**src/rtl/multicycle_control.sv**
```systemverilog
// Multi-cycle RISC-V subset control unit (Moore FSM with a few input-qualified outputs).
//
// Sequences the shared-memory multi-cycle datapath through fetch, decode, address
// generation, memory access, execute, write-back, branch and (optionally) jal states.
// Unsupported encodings and memory stalls that exceed WAIT_LIMIT park the FSM in TRAP
// until reset.
//
// Optional feature: define MULTICYCLE_JAL_EN to add the JAL state and jal decoding.
//
// Ports
//   clk, rst_n         clock, asynchronous active-low reset
//   zero               ALU zero flag (branch resolution)
//   mem_ready          memory access completes this cycle
//   op/funct3/funct7_5 instruction fields from the instruction register
//   pc_write, adr_src, ir_write, mem_req, mem_write, reg_write   datapath enables/selects
//   result_src, alu_src_a, alu_src_b, imm_src                     datapath mux selects
//   alu_control        ALU operation (bits above 2 tied to 0)
//   illegal            high while in TRAP
module multicycle_control #(
  parameter int unsigned ALUC_W     = 3,
  parameter int unsigned WAIT_LIMIT = 15
) (
  input  logic              clk,
  input  logic              rst_n,
  input  logic              zero,
  input  logic              mem_ready,
  input  logic [6:0]        op,
  input  logic [2:0]        funct3,
  input  logic              funct7_5,
  output logic              pc_write,
  output logic              adr_src,
  output logic              ir_write,
  output logic              mem_req,
  output logic              mem_write,
  output logic              reg_write,
  output logic [1:0]        result_src,
  output logic [1:0]        alu_src_a,
  output logic [1:0]        alu_src_b,
  output logic [1:0]        imm_src,
  output logic [ALUC_W-1:0] alu_control,
  output logic              illegal
);

  localparam int unsigned CntW = (WAIT_LIMIT == 0) ? 1 : $clog2(WAIT_LIMIT + 1);
  localparam logic [CntW-1:0] CntMax   = {CntW{1'b1}};
  localparam logic [CntW-1:0] CntLimit = CntW'(WAIT_LIMIT);

  localparam logic [6:0] OpLoad   = 7'b0000011;
  localparam logic [6:0] OpStore  = 7'b0100011;
  localparam logic [6:0] OpRtype  = 7'b0110011;
  localparam logic [6:0] OpItype  = 7'b0010011;
  localparam logic [6:0] OpBranch = 7'b1100011;
  localparam logic [6:0] OpJal    = 7'b1101111;

  localparam logic [2:0] AluAdd = 3'b000;
  localparam logic [2:0] AluSub = 3'b001;
  localparam logic [2:0] AluAnd = 3'b010;
  localparam logic [2:0] AluOr  = 3'b011;
  localparam logic [2:0] AluSlt = 3'b101;
  localparam logic [2:0] AluSra = 3'b110;

  typedef enum logic [3:0] {
    StFetch,
    StDecode,
    StMemAdr,
    StMemRead,
    StMemWb,
    StMemWrite,
    StExecR,
    StExecI,
    StAluWb,
    StBranch,
    StTrap
`ifdef MULTICYCLE_JAL_EN
    , StJal
`endif
  } state_e;

  state_e          state_q, state_d;
  logic [CntW-1:0] wait_q, wait_d;

  logic [2:0] alu_op;
  logic [2:0] exec_alu;
  logic       exec_legal;
  logic       br_legal;
  logic       br_taken;
  logic       mem_state;
  logic       timeout;

  // Execute-stage ALU decode, shared by EXECR and EXECI. op[5] separates R-type from
  // I-type so that addi never becomes a subtract.
  always_comb begin
    exec_alu   = AluAdd;
    exec_legal = 1'b1;
    case (funct3)
      3'b000:  exec_alu = (op[5] && funct7_5) ? AluSub : AluAdd;
      3'b010:  exec_alu = AluSlt;
      3'b110:  exec_alu = AluOr;
      3'b111:  exec_alu = AluAnd;
      3'b101: begin
        if (funct7_5) begin
          exec_alu = AluSra;
        end else begin
          exec_legal = 1'b0;
        end
      end
      default: exec_legal = 1'b0;
    endcase
  end

  assign br_legal = (funct3 == 3'b000) || (funct3 == 3'b001);
  assign br_taken = ((funct3 == 3'b000) && zero) || ((funct3 == 3'b001) && !zero);

  // Stall watchdog: mem_ready in the limit cycle wins over the timeout.
  assign mem_state = (state_q == StFetch) || (state_q == StMemRead) || (state_q == StMemWrite);
  assign timeout   = (WAIT_LIMIT != 0) && mem_state && (wait_q == CntLimit) && !mem_ready;

  always_comb begin
    state_d    = state_q;
    pc_write   = 1'b0;
    adr_src    = 1'b0;
    ir_write   = 1'b0;
    mem_req    = 1'b0;
    mem_write  = 1'b0;
    reg_write  = 1'b0;
    result_src = 2'b00;
    alu_src_a  = 2'b00;
    alu_src_b  = 2'b00;
    alu_op     = AluAdd;
    illegal    = 1'b0;
    case (state_q)
      StFetch: begin
        mem_req    = 1'b1;
        alu_src_b  = 2'b10;
        result_src = 2'b10;
        if (mem_ready) begin
          ir_write = 1'b1;
          pc_write = 1'b1;
          state_d  = StDecode;
        end else if (timeout) begin
          state_d = StTrap;
        end
      end
      StDecode: begin
        alu_src_a = 2'b01;
        alu_src_b = 2'b01;
        case (op)
          OpLoad, OpStore: state_d = StMemAdr;
          OpRtype:         state_d = StExecR;
          OpItype:         state_d = StExecI;
          OpBranch:        state_d = StBranch;
`ifdef MULTICYCLE_JAL_EN
          OpJal:           state_d = StJal;
`endif
          default:         state_d = StTrap;
        endcase
      end
      StMemAdr: begin
        alu_src_a = 2'b10;
        alu_src_b = 2'b01;
        // Only lw/sw reach here; op[5] distinguishes them.
        state_d   = op[5] ? StMemWrite : StMemRead;
      end
      StMemRead: begin
        mem_req = 1'b1;
        adr_src = 1'b1;
        if (mem_ready) begin
          state_d = StMemWb;
        end else if (timeout) begin
          state_d = StTrap;
        end
      end
      StMemWb: begin
        result_src = 2'b01;
        reg_write  = 1'b1;
        state_d    = StFetch;
      end
      StMemWrite: begin
        mem_req   = 1'b1;
        adr_src   = 1'b1;
        mem_write = 1'b1;
        if (mem_ready) begin
          state_d = StFetch;
        end else if (timeout) begin
          state_d = StTrap;
        end
      end
      StExecR: begin
        alu_src_a = 2'b10;
        alu_op    = exec_alu;
        state_d   = exec_legal ? StAluWb : StTrap;
      end
      StExecI: begin
        alu_src_a = 2'b10;
        alu_src_b = 2'b01;
        alu_op    = exec_alu;
        state_d   = exec_legal ? StAluWb : StTrap;
      end
      StAluWb: begin
        reg_write = 1'b1;
        state_d   = StFetch;
      end
      StBranch: begin
        alu_src_a = 2'b10;
        alu_op    = AluSub;
        pc_write  = br_taken;
        state_d   = br_legal ? StFetch : StTrap;
      end
`ifdef MULTICYCLE_JAL_EN
      StJal: begin
        alu_src_a = 2'b01;
        alu_src_b = 2'b10;
        pc_write  = 1'b1;
        state_d   = StAluWb;
      end
`endif
      StTrap: begin
        illegal = 1'b1;
      end
      default: state_d = StTrap;
    endcase
  end

  // Consecutive not-ready cycles in the current memory state; saturates rather than wraps.
  always_comb begin
    wait_d = wait_q;
    if (state_d != state_q) begin
      wait_d = '0;
    end else if (mem_state && !mem_ready && (wait_q != CntMax)) begin
      wait_d = wait_q + 1'b1;
    end
  end

  always_comb begin
    imm_src = 2'b00;
    case (op)
      OpStore:  imm_src = 2'b01;
      OpBranch: imm_src = 2'b10;
`ifdef MULTICYCLE_JAL_EN
      OpJal:    imm_src = 2'b11;
`endif
      default:  imm_src = 2'b00;
    endcase
  end

  assign alu_control = ALUC_W'(alu_op);

  always_ff @(posedge clk or negedge rst_n) begin
    if (!rst_n) begin
      state_q <= StFetch;
      wait_q  <= '0;
    end else begin
      state_q <= state_d;
      wait_q  <= wait_d;
    end
  end

endmodule

```
**config.mk**
```make
export PLATFORM = sky130hd
export DESIGN_NAME = multicycle_control
export DESIGN_NICKNAME = d
export VERILOG_FILES = /design/src/rtl/multicycle_control.sv
export SDC_FILE = /design/constraint.sdc
export NUM_CORES = 1
export LEC_CHECK = 0
export CELL_PAD_IN_SITES_DETAIL_PLACEMENT = 1
export CELL_PAD_IN_SITES_GLOBAL_PLACEMENT = 2
export CORE_UTILIZATION = 26
export DETAILED_ROUTE_END_ITERATION = 16
export HOLD_SLACK_MARGIN = 0.12
export PLACE_DENSITY_LB_ADDON = 0.1
export SKIP_LAST_GASP = 1
export SYNTH_ARGS = -nofsm -noshare
export SYNTH_HDL_FRONTEND = slang
export SYNTH_SLANG_ARGS = --single-unit
```
**constraint.sdc**
```tcl
create_clock -name clk -period 3.3 [get_ports clk]
set_input_delay 0.495 -clock clk [delete_from_list [all_inputs] [get_ports clk]]
set_output_delay 0.495 -clock clk [all_outputs]
set_load 0.02 [all_outputs]
```
---- After elaboration in Yosys (flattened, before gate mapping) ----
Cells that the tools add are included.
operators by class
  $add $sub $neg .......................... 1
  multipliers ............................. 0
  divide/modulo/power cells ............... 0
  $lt $le $gt $ge ......................... 0
  eq/ne operators ......................... 23
  shift-type cells ........................ 0
  mux-type cells .......................... 29
  bitwise logic cells ..................... 0
  reductions and logical operators ........ 24
operator list
  cell                                                             count
  4-bit one-hot mux with 9 select lines                            1
  4-bit two-way mux                                                7
  4-bit by 3-bit == test with 1-bit output, second input constant  4
  4-bit == test, second input constant                             4
  2-bit one-hot mux with 2 select lines                            4
  4-bit one-hot mux with 4 select lines                            1
  3-bit one-hot mux with 5 select lines                            1
  7-bit by 6-bit == test with 1-bit output, second input constant  2
  3-bit == test, second input constant                             3
  1-bit two-way mux                                                9
  4-bit by 2-bit == test with 1-bit output, second input constant  2
  2-bit OR reduction                                               4
  4-bit OR reduction                                               2
  7-bit by 2-bit == test with 1-bit output, second input constant  1
  7-bit by 5-bit == test with 1-bit output, second input constant  1
  7-bit == test, second input constant                             1
  1-bit logical AND                                                7
  3-bit two-way mux                                                2
  3-bit one-hot mux with 2 select lines                            1
  3-bit OR reduction                                               2
  4-bit by 1-bit adder with 4-bit output, second input constant    1
  4-bit by 1-bit == test with 1-bit output, second input constant  1
  4-bit zero test                                                  1
  1-bit logical OR                                                 4
  other kinds (9)                                                  11
storage, ports and cells
  register bits after elaboration ......... 8
  bits in latches ......................... 0
  bits in writable memories ............... 0
  bits in read-only memories .............. 0
  bits of input ports ..................... 15
  memories ................................ 0

---- Longest topological paths before layout ----
  depth after elaboration ................. 10
  gate-level depth with buffers ........... 6
  depth with buffers taken out ............ 6

---- Least setup slack after synthesis ----
No wires, ideal clock.
  path kind ............................... reg-to-output
  from .................................... register state_q[2]
  to ...................................... output ir_write
  data arrival time ....................... 1.927 ns
  required time ........................... 2.805 ns
  path slack .............................. 0.878 ns
  cell stages (with the launch flop) ...... 5
  path buffers ............................ 2
  cell sequence ........................... dfrtp_1 -> buf_2 -> buf_1 -> nor4_1 -> and2_1
on the way
  cells in the longest elaborated chain, start to end .. 2
ends and longest elaborated chain
  what                      RTL line  source
  start: declaration        79        state_e state_q, state_d;
  start signal: assignment  250       state_q <= StFetch;
  start signal: assignment  253       state_q <= state_d;
  4-bit zero test           131       case (state_q)
  1-bit two-way mux         131
  end: declaration          32        output logic ir_write,
No other way between the ends.

---- Worst setup path after layout ----
  from .................................... register state_q[2]
  to ...................................... output alu_control[0]
on the way
  cells in the longest elaborated chain, start to end .. 3
ends and longest elaborated chain
  what                                      RTL line  source
  4-bit by 3-bit == test with 1-bit output  131
  2-bit OR reduction (no line)              n/a
  3-bit one-hot mux with 2 select lines *   131
  end: declaration                          40        output logic [ALUC_W-1:0] alu_control,
Mark *: on every way between the ends. The rest lies on a longest branch, timed or not.

==> impl_metrics.yaml <==
routing:
  antenna_left: 0
  viasPerCell: 5.168
  dr.pass1.iters: 4
  wirelength_mm: 2.626
  drtIter0Drc: 59
  vias: 982
  routedWlPerCell_um: 13.82
  remaining_drc_errors: 0
layout:
  fillCellCount: 423
  utilization: 0.3855
  antenna_cells: 0
  drive_above_1_share: 0.1042
  stdcell_count: 190
  area_growth_pct: 42.18
  finalNetCount: 162
clock_network:
  cts_max_level: 1
  tritoncts: "built"
  post-cts-setup-buffers: 0
  cts_buffers: 3
  hold_buffers: 0
  cts_num_sinks: 8
  cts.reportedPaths.clkPinSlew_ns: 0.05
  cts_root_buf: "clkbuf_4"
  insertion_delay_ns: 0.25
  cts.repair.resized: 0
  cts_buffer_depth: 2
floorplan:
  num_io_pins: 33
  chipWidth_um: 60.99
  die_y_um: 60.99
  initial_core_util: 0.2711
  fp.dieArea_sq_um: 3719
  rows: 21
  fp.coreArea_sq_um: 3337
power_and_ir_drop:
  p_per_area_nw_per_um2: 874.7
  pwr-share-comb: 0.703
  seq_power_share: 0.232
  p_switching_uw: 571.8
  vdd_drop_max_v: 0.0004571
  clkPwrFrac: 0.065
  power_switching_share: 0.5082
  fin_total_pwr_mw: 1.125
  leakage_nw: 0.4779
  p_int_uw: 553.3
yosys:
  yosysTopAreaCellShare: 0.2213
  syn_inst: 115
  synth_area_leader_cell: "dfrtp_1"
  syn_nets: 131
  syn_area_sq_um: 904.6
  synth_cell_types: 46
  synth_warnings: 0
  ys_ff_latch: 8
  avgSynthCellArea_sq_um: 7.866
  ys_dominant_reg_cell: "dfrtp_1"
  ys_seq_area_frac: 0.2213
  async_reset_ff_frac: 1.000
  synthTopCellsByArea: "dfrtp_1 22%, nor2_1 5.8%, nor3_1 5.5%, a21oi_1 3.9%, mux2i_1 3.3%"
  synth_edf_count: 0
setup_path:
  reg2reg_from: "state_q[2]"
  crit_start: "state_q[2]"
  end_kind: "output pin"
  crit_type: "reg -> out"
  critical_path_required_ns: 2.80
  cp_max_fo: 20
  critPathLaunchType: "register"
  crit_arrival_ns: 2.26
timing:
  min_period_over_period: 0.8350
  hold_viol_final: 0
  report.final.slew_viol_count: 0
  setup_violations: 0
  rsz0062_at_grt: "false"
  tightestPinTransition_ns: 0.7149
  fmax_ghz: 0.3629
  slew_headroom: 0.5234
  tns_ns: 0
  period_needed_ns: 2.756
  clock_skew_ns: 0.002155
placement:
  dpl.hpwl_mm: 2.027
  dpl.cell_count: 187
  gp_congestion: 0.7215
  io_buffers: 32
grt:
  grt_pass1_wl_mm: 4.271
  grt_use_total: 0.1546
  grt_pass1_vias: 907
  overflow: 0
  grt_antenna_before_repair: 0
  grt_max_degree: 23
min_path:
  worstHoldPathType: "in -> async"
status:
  outcome: "finished clean"
job:
  maxCapViolCount: 0
per-layer routing:
layer | GRT usage | wire length [um]
met5 | 0 | 0
met4 | 0.01948 | 14
met1 | 0.2158 | 1258
met3 | 0.03625 | 106
met2 | 0.2496 | 1247
sequential cells by signal (all words and copies together), names as in the netlist:
signal and cells:
wait_q 4, state_q 4
cell type report:
class,count,area (sq um),share of cell area
clock buffers,3,22.52,0.01751
inverters,4,15.01,0.01167
multi-input cells,95,655.6,0.5097
flip-flops and latches,8,200.2,0.1556
well taps,46,57.56,0.04475
repair buffers,34,335.3,0.2607
synthesized netlist by cell type, drive strengths merged, types with 2 or more instances:
master and count:
nand2 5, o221ai 2, inv 4, nor4 3
a211oi 2, mux2i 3, o21ai 5, buf 7
and2 2, nor4b 2, nand3b 2, o211ai 2
dfrtp 8, a21o 2, xnor2 4, nor2 14
nand3 3, a221oi 2, nand2b 4, nor3 10
a21oi 7, or2 2
per-stage QoR:
stage               area (sq um)  hold WS [ns]  worst slack, ns
finish                      1286        0.5203           0.5445
global route                1286        0.5532           0.3021
CTS                         1286        0.5264           0.5055
detailed placement          1264        0.6009           0.6298
global placement            1264        0.5797           0.6590
floorplan                  904.6        0.1994           0.8781
cell families (layout without fill, tap and decap cells):
family,after synthesis,count (layout),synth area share
AND/OR/NAND/NOR,56,56,0.3513
AO/OA/AOI/OAI,30,30,0.2697
buffers and inverters,12,41,0.05392
flip-flops,8,8,0.2213
XOR/XNOR,5,5,0.05672
multiplexers,3,3,0.03320
adder cells (fa/ha/maj),1,1,0.01383
power by group through the flow:
stage / registers, mW / clock network [mW] / logic [mW]
after floorplan: 0.153 / 0 / 0.620
after global placement: 0.263 / 0 / 0.790
after detailed placement: 0.263 / 0 / 0.797
after CTS: 0.262 / 0.0765 / 0.802
after global routing: 0.278 / 0.0813 / 0.869
final: 0.261 / 0.0737 / 0.791
worst paths after layout:
check	endpoint	slack, ns	cells past startpoint
hold / removal	state_q[1]	0.52	1
max in group asynchronous	wait_q[0]	2.52	1
hold reg to reg	wait_q[0]	0.60	2
setup / recovery	alu_control[0]	0.54	3
min in group clk	wait_q[0]	0.60	2
setup reg to reg	wait_q[0]	0.98	6
critical path: stages (launching register included):
cell             delay, ns
dfrtp_1               0.79
nand3b_1              0.29
o31ai_1               0.29
clkdlybuf4s50_1       0.64
placed cells by master (no fill, tap or decap), types with 3 or more instances in the layout:
master / count
dfrtp_1: 8
a21oi_1: 7
nand2_1: 5
nor2_1: 14
nand2b_1: 4
clkbuf_4: 3
o21ai_0: 5
nor3_1: 10
nand3_1: 3
nor4_1: 3
mux2i_1: 3
clkdlybuf4s50_1: 32
inv_1: 4
xnor2_1: 3
Note: power is estimated with default switching activity, not from simulation.
